File: config.mk
export PLATFORM = sky130hd
export DESIGN_NAME = light_dance_ctrl
export DESIGN_NICKNAME = d
export VERILOG_FILES = /design/src/rtl/light_dance_pkg.sv /design/src/rtl/light_dance_next.sv /design/src/rtl/light_dance_ctrl.sv
export SDC_FILE = /design/constraint.sdc
export NUM_CORES = 1
export LEC_CHECK = 0
export ABC_AREA = 1
export ABC_CLOCK_PERIOD_IN_PS = 3100
export CAP_MARGIN = 20
export CORE_MARGIN = 2
export CORE_UTILIZATION = 35
export DETAILED_ROUTE_END_ITERATION = 10
export SYNTH_ARGS = -nofsm -noshare
export SYNTH_HDL_FRONTEND = slang
export SYNTH_SLANG_ARGS = --single-unit
export TNS_END_PERCENT = 5
File: constraint.sdc
create_clock -name clk -period 3.1 [get_ports clk]
set_input_delay 0.62 -clock clk [delete_from_list [all_inputs] [get_ports clk]]
set_output_delay 0.62 -clock clk [all_outputs]
set_load 0.03 [all_outputs]
File: src/rtl/light_dance_pkg.sv
// Shared definitions for the light dance sequencer.
// Holds the datapath widths, the feedback-source encodings and the FSM state type.
package light_dance_pkg;

  localparam int unsigned LD_W  = 8;
  localparam int unsigned DIV_W = 4;
  localparam int unsigned CNT_W = 8;

  // din_sel encodings
  localparam logic [1:0] FbZero = 2'd0;
  localparam logic [1:0] FbOne  = 2'd1;
  localparam logic [1:0] FbDin  = 2'd2;
  localparam logic [1:0] FbMsb  = 2'd3;

  typedef enum logic [2:0] {
    StIdle,
    StLoad,
    StRun,
    StHold,
    StDone
  } state_e;

endpackage

File: src/rtl/light_dance_next.sv
// Next-pattern function of the light sequencer (purely combinational).
// Ports:
//   q  - current light pattern
//   fb - feedback bit shifted into bit 7
//   n  - next light pattern
module light_dance_next
  import light_dance_pkg::*;
(
  input  logic [LD_W-1:0] q,
  input  logic            fb,
  output logic [LD_W-1:0] n
);

  always_comb begin
    n[7] = q[0] ^ fb;
    n[6] = q[7];
    n[5] = q[0] ^ q[6];
    n[4] = q[0] ^ q[5];
    n[3] = q[4];
    n[2] = q[3];
    n[1] = q[0] ^ q[2];
    n[0] = q[0] ^ q[1];
  end

endmodule

File: src/rtl/light_dance_ctrl.sv
// Light dance controller: loads a seed pattern, then steps it through
// light_dance_next once every div+1 cycles, for a frame of `steps` steps
// (0 = free-run until stop). pause freezes sequencing, stop aborts.
// Ports:
//   clk, arst           - clock, synchronous active-high reset
//   start, stop, pause  - sequence control
//   seed, div, steps    - initial pattern, prescale, steps per frame
//   din_sel, din        - feedback source select, external feedback bit
//   lights              - current pattern (registered)
//   busy                - high in LOAD, RUN and HOLD
//   step_pulse          - high the cycle a new stepped pattern first appears
//   done                - one-cycle pulse when a frame completes
module light_dance_ctrl
  import light_dance_pkg::*;
(
  input  logic             clk,
  input  logic             arst,
  input  logic             start,
  input  logic             stop,
  input  logic             pause,
  input  logic [LD_W-1:0]  seed,
  input  logic [DIV_W-1:0] div,
  input  logic [CNT_W-1:0] steps,
  input  logic [1:0]       din_sel,
  input  logic             din,
  output logic [LD_W-1:0]  lights,
  output logic             busy,
  output logic             step_pulse,
  output logic             done
);

  state_e           state_q;
  logic [LD_W-1:0]  lights_q;
  logic [DIV_W-1:0] div_q;
  logic [DIV_W-1:0] psc_q;
  logic [CNT_W-1:0] steps_q;
  logic [CNT_W-1:0] cnt_q;
  logic [1:0]       din_sel_q;
  logic             busy_q;
  logic             step_pulse_q;
  logic             done_q;

  logic             fb;
  logic [LD_W-1:0]  lights_next;
  logic [CNT_W-1:0] cnt_inc;

  always_comb begin
    fb = 1'b0;
    unique case (din_sel_q)
      FbZero:  fb = 1'b0;
      FbOne:   fb = 1'b1;
      FbDin:   fb = din;
      FbMsb:   fb = lights_q[LD_W-1];
      default: fb = 1'b0;
    endcase
  end

  assign cnt_inc = cnt_q + 1'b1;

  light_dance_next u_next (
    .q  (lights_q),
    .fb (fb),
    .n  (lights_next)
  );

  always_ff @(posedge clk) begin
    if (arst) begin
      state_q      <= StIdle;
      lights_q     <= '0;
      div_q        <= '0;
      psc_q        <= '0;
      steps_q      <= '0;
      cnt_q        <= '0;
      din_sel_q    <= FbZero;
      busy_q       <= 1'b0;
      step_pulse_q <= 1'b0;
      done_q       <= 1'b0;
    end else begin
      step_pulse_q <= 1'b0;
      done_q       <= 1'b0;
      unique case (state_q)
        StIdle: begin
          if (start && !stop) begin
            div_q     <= div;
            steps_q   <= steps;
            din_sel_q <= din_sel;
            busy_q    <= 1'b1;
            state_q   <= StLoad;
          end
        end
        StLoad: begin
          if (stop) begin
            busy_q  <= 1'b0;
            state_q <= StIdle;
          end else begin
            // An all-zero pattern would never leave zero with fb = 0.
            lights_q <= (seed == '0) ? LD_W'(1) : seed;
            psc_q    <= '0;
            cnt_q    <= '0;
            state_q  <= pause ? StHold : StRun;
          end
        end
        // HOLD with pause low resumes in the same cycle, so sequencing is
        // delayed by exactly the number of cycles pause was high.
        StRun, StHold: begin
          if (stop) begin
            busy_q  <= 1'b0;
            state_q <= StIdle;
          end else if (pause) begin
            state_q <= StHold;
          end else if (psc_q == div_q) begin
            lights_q     <= lights_next;
            psc_q        <= '0;
            cnt_q        <= cnt_inc;
            step_pulse_q <= 1'b1;
            if ((steps_q != '0) && (cnt_inc == steps_q)) begin
              busy_q  <= 1'b0;
              done_q  <= 1'b1;
              state_q <= StDone;
            end else begin
              state_q <= StRun;
            end
          end else begin
            psc_q   <= psc_q + 1'b1;
            state_q <= StRun;
          end
        end
        StDone: begin
          state_q <= StIdle;
        end
        default: begin
          busy_q  <= 1'b0;
          state_q <= StIdle;
        end
      endcase
    end
  end

  assign lights     = lights_q;
  assign busy       = busy_q;
  assign step_pulse = step_pulse_q;
  assign done       = done_q;

endmodule

# Word level (Yosys, flattened, before mapping)
# Index checks and enable logic that the tools add are counted.
totals:
  regBits: 40
  in_bits: 28
  out_inout_bits: 11
  elab_cells: 87
op_classes:
  add_sub_neg: 2
  eq_ne: 18
  mux: 34
  n_bitwise: 8
  reduce_logical: 15
op_table:
  columns: ["op", "count"]
  rows:
  - ["$mux 8", 9]
  - ["$pmux 8 s2", 2]
  - ["$mux 4", 4]
  - ["$mux 3", 5]
  - ["$ne 2x2->1 const B", 6]
  - ["$mux 1", 9]
  - ["$ne 3x3->1 const B", 3]
  - ["$pmux 3 s3", 1]
  - ["$add 8x1->8 const B", 1]
  - ["$eq 8x8->1", 1]
  - ["$logic_not 8->1", 1]
  - ["$pmux 1 s4", 2]
  - ["$pmux 4 s2", 1]
  - ["$reduce_bool 8->1", 1]
  - ["$eq 3x2->1 const B", 2]
  - ["$reduce_and 6->1", 1]
  - ["$reduce_and 5->1", 1]
  - ["$reduce_or 5->1", 1]
  - ["$xor 1x1->1", 5]
  - ["$add 4x1->4 const B", 1]
  - ["$eq 2x2->1 const B", 2]
  - ["$eq 4x4->1", 1]
  - ["$reduce_and 4->1", 1]
  - ["$reduce_or 4->1", 1]
  - ["other kinds (12)", 15]

# Logic depth before layout (Yosys ltp)
depth:
  depth_word: 8
  ltp_mapped: 14

# Cells and area by module
# From an unflattened synthesis, not the netlist that was laid out.
unflattened:
  cells_unflattened: 324
  hier_area_um2: 2122.0
modules_own_cells:
  columns: ["module", "n_inst", "cells_each", "area_each_um2", "seq_area_each_um2"]
  rows:
  - ["light_dance_ctrl", 1, 300, 2020.7, 800.8]
  - ["light_dance_next", 1, 24, 101.3, 0.0]

# Least setup slack after synthesis
# Ideal clock, no wire load.
synth_path:
  kind: "flip-flop to flip-flop"
  start: "register cnt_q[0]"
  end: "register busy_q, in the netlist busy"
  arrival_ns: 1.463
  required_ns: 2.984
  path_slack_ns: 1.521
  stages_incl_launch_ff: 13
  path_buffers: 0
  period_less_slack_ns: 1.579
  cell_sequence: "dfxtp_1 ha_1 nand3_1 o21ai_1 nand2_1 nand2_1 nand2_1 nor2_2 nand3_2 nand2_2 nand3_1 nand2_1 nor2_2"
synth_via:
  elab_chain_len: 5
synth_rtl:
  columns: ["element", "line_no", "text"]
  rows:
  - ["from (decl)", "light_dance_ctrl.sv:37", "logic [CNT_W-1:0] cnt_q;"]
  - ["from (signal assigned)", "light_dance_ctrl.sv:114", "cnt_q <= cnt_inc;"]
  - ["$add 8x1->8", "light_dance_ctrl.sv:58", "assign cnt_inc = cnt_q + 1'b1;"]
  - ["$eq 8x8->1", "light_dance_ctrl.sv:116", "if ((steps_q != '0) && (cnt_inc == steps_q)) begin"]
  - ["$logic_and 1x1->1", "light_dance_ctrl.sv:116", null]
  - ["$ne 3x3->1 (no source line)", null, null]
  - ["$reduce_and 6->1 (no source line)", null, null]
  - ["to (signal assigned)", "light_dance_ctrl.sv:107", "busy_q <= 1'b0;"]
  - ["to (signal assigned)", "light_dance_ctrl.sv:117", "busy_q <= 1'b0;"]
  - ["to (signal assigned)", "light_dance_ctrl.sv:132", "busy_q <= 1'b0;"]
  - ["to (decl)", "light_dance_ctrl.sv:39", "logic busy_q;"]
# Every way passes these cells.
# A chain may end at the register's enable or synchronous reset.

# Final worst setup path
layout_path:
  start: "register state_q[1]"
  end: "register lights_q[4], in the netlist lights[4]"
layout_via:
  elab_chain_len: 4
  elab_cells_between_ends: 11
  cone_classes: "eq/ne: 7; mux: 1; reduce/logical: 3"
layout_rtl:
  columns: ["element", "line_no", "text"]
  rows:
  - ["from (decl)", "light_dance_ctrl.sv:32", "state_e state_q;"]
  - ["from (signal assigned)", "light_dance_ctrl.sv:68", "state_q <= StIdle;"]
  - ["from (signal assigned)", "light_dance_ctrl.sv:88", "state_q <= StLoad;"]
  - ["from (signal assigned)", "light_dance_ctrl.sv:94", "state_q <= StIdle;"]
  - ["$eq 3x2->1", "light_dance_ctrl.sv:81", "unique case (state_q)"]
  - ["$reduce_or 2->1", "light_dance_ctrl.sv:81", null]
  - ["$ne 2x2->1 (no source line) or $reduce_bool 2->1 (tied branches)", null, null]
  - ["$reduce_and 5->1 (no source line)", null, null]
  - ["to (signal assigned)", "light_dance_ctrl.sv:97", "lights_q <= (seed == '0) ? LD_W'(1) : seed;"]
  - ["to (signal assigned)", "light_dance_ctrl.sv:112", "lights_q <= lights_next;"]
  - ["to (decl)", "light_dance_ctrl.sv:33", "logic [LD_W-1:0] lights_q;"]
# Parallel ways exist; a longest one is shown, timed or not.

==> metrics.txt <==
met3 Use GR=0.05333; fin crit share=0.6862; EDFF count, synth=0; GR Util All Layers=0.1658; Layout area overhead=25.71%; Final ANT Viol Nets=0; reg2reg setup slack=0.97 ns; register bit total from synthesis=40; die width=80.87 um; register area share after synthesis=0.3872; CP Max Fanout=18; Final Instance Area=2600 um2; CTS tree=built; Syn Nets=326; clock skew after layout=0.004840 ns; CTS sink cnt=40; Root Driver=clkbuf_8; Min-Delay Endpoint=div_q[0]; Hold Crit Class=flop to flop; Hold WS=0.4809 ns; core area=5608 um2; cell row count=27; Post-Route WL=4941 um; Worst VDD drop=0.2511 mV; worst path arrival time=2.30 ns; Detail Placement HPWL=3649 um; setup bufs post-CTS=0; PD cells=442.3 nW/um2; r2r startpoint=state_q[1]; CTS buffer count=5; Worst-Margin Slew=0.5196 ns; final setup violation count=0; # fillers=605; met2 usage=0.2554; IO Port Bufs=38; Psw=333.6 uW; 1st-iter DRT viols=114; I/O Pins=39; Die Y=80.87 um; Post-CTS Resized=0; total global routing overflow=0; Clock Latency Late Sink=0.30 ns; Reg2Reg Capture Point=lights[4]; initial core utilization=0.3688; Vias=1987; min Tclk post-route=2.127 ns; Comb power frac=0.188; Clk pwr share=0.317; die footprint=6540 um2; clk slew on worst S/H paths=0.08 ns; first-pass GRT wire length=8328 um; hold_sp=div_q[0]; wire per inst=12.14 um; Slew Limit Fails=0; DRC=0; commonest non-fill, non-tap cell in the layout=nand2_1; Most used DFF post-synth=dfxtp_1; synth unique cells=30; sequential group share of total power=0.495; grt met1 use=0.2252; CTS Buffer Depth=2; R2R cell count=7; hold path cells=2; Setup crit end kind=flop; RSZ-0062 raised after global routing=no; Fin. Hold Viols=0; max_cap viols=0; via/cell ratio=4.882; most frequent cells in the layout=57 x nand2_1, 40 x dfxtp_1, 38 x nor2_1, 38 x clkdlybuf4s50_1, 27 x inv_1; ys async rst share=0; fin nets=364; Sum Neg Setup Slack=0 ns; Ys Warns=0; global route hottest layer=met2; WS Path Type=flop to flop; outcome=completed; Synth Instances=296; Cell Area, Synth=2068 um2; mean post-synth cell area=6.987 um2; ANT cells=0; cts hold-fix bufs=0; Internal Pwr Total=816.4 uW; worst path required time=3.28 ns; CP startpoint kind=flop; share of layout cells above drive strength 1=0.1045; placed inst area=2507 um2; first-pass detailed-route iteration total=4; Leakage=0.001049 uW; Sw Share=0.2901; Peak Freq=470.1 MHz; Routability Congestion=0.8230; antenna violations before repair=0; Slew headroom=0.6532; Max H-tree Level=2; pin count of the biggest net entering global routing=22; vias in the first global route=1825
==> metrics by stage <==
stage,instances,power [uW],utilization,worst slack (ns)
final,407,1150,0.4636,0.9727
after global routing,407,1216,0.4636,0.7328
after detailed placement,399,797.5,0.4471,0.7438
after CTS,407,1158,0.4636,0.9566
after global placement,399,796.9,0.4471,0.8138
after floorplan,296,714.4,-,1.521
==> synthesized netlist by cell type, types with 2 or more instances <==
master / instances / area, um2
a211oi_1: 7 / 52.55
a21oi_1: 22 / 110.1
a31oi_1: 9 / 56.30
clkbuf_1: 5 / 18.77
dfxtp_1: 40 / 800.8
ha_1: 2 / 25.02
inv_1: 27 / 101.4
inv_2: 6 / 22.52
nand2_1: 57 / 214.0
nand2_2: 8 / 50.05
nand3_1: 12 / 60.06
nand3b_1: 2 / 15.01
nand4_1: 2 / 12.51
nor2_1: 38 / 142.6
nor2_2: 5 / 31.28
nor2_4: 3 / 33.78
nor3_1: 3 / 15.01
nor4_1: 2 / 12.51
o21ai_0: 23 / 115.1
o21ai_1: 7 / 35.03
xnor2_1: 4 / 35.03
xor2_1: 4 / 35.03
==> kinds of logic (layout without fill, tap and decap cells) <==
group           count (synthesis)  in the layout  synth area share
simple gates                  133            133            0.2886
fa+ha+maj                       2              2           0.01210
buf+inv                        42             81           0.08227
xor+xnor                        8              8           0.03387
compound gates                 71             71            0.1960
flops                          40             40            0.3872
==> power by group through the flow <==
stage,Clock [uW],Combinational [uW],Sequential (uW)
floorplan,0,123,591
detailed placement,0,216,581
finish,365,216,569
global route,402,240,574
CTS,371,218,569
global placement,0,216,581
==> worst max-delay path by stage <==
stage	from	to	depth (start not counted)
2_1_floorplan	cnt_q[0]	busy	12
3_3_place_gp	stop	lights[0]	9
3_5_place_dp	stop	lights[7]	8
4_1_cts	state_q[1]	lights[3]	7
5_1_grt	state_q[1]	lights[4]	7
6_report	state_q[1]	lights[4]	7
==> state kept, by name, indices dropped and copies added (netlist names) <==
signal,flops
busy,1
cnt_q,8
din_sel_q,2
div_q,4
done,1
lights,8
psc_q,4
state_q,3
step_pulse,1
steps_q,8
==> area by class of cell <==
type                            count  area (um2)  area share
Multi-Input combinational cell    214        1097      0.4220
Inverter                           33       123.9     0.04764
Tap cell                           72       90.09     0.03465
Clock buffer                        6       82.58     0.03176
Sequential cell                    40       800.8      0.3080
Timing Repair Buffer               40       395.4      0.1521
Clock inverter                      2       10.01    0.003850
==> metal layers <==
metal / up-vias / share of wire
met5: - / 0
met4: 0 / 0.011
met3: 4 / 0.050
met2: 50 / 0.44
met1: 886 / 0.50
li1: 1047 / -
==> worst max-delay path, stage by stage (launching register included) <==
cell and delay (ns):
dfxtp_1 0.33, inv_1 0.07, nor2_4 0.36, inv_2 0.24, o21ai_4 0.47, inv_2 0.24
o21ai_0 0.21, a31oi_1 0.06
Note: power is estimated with default switching activity, not from simulation.
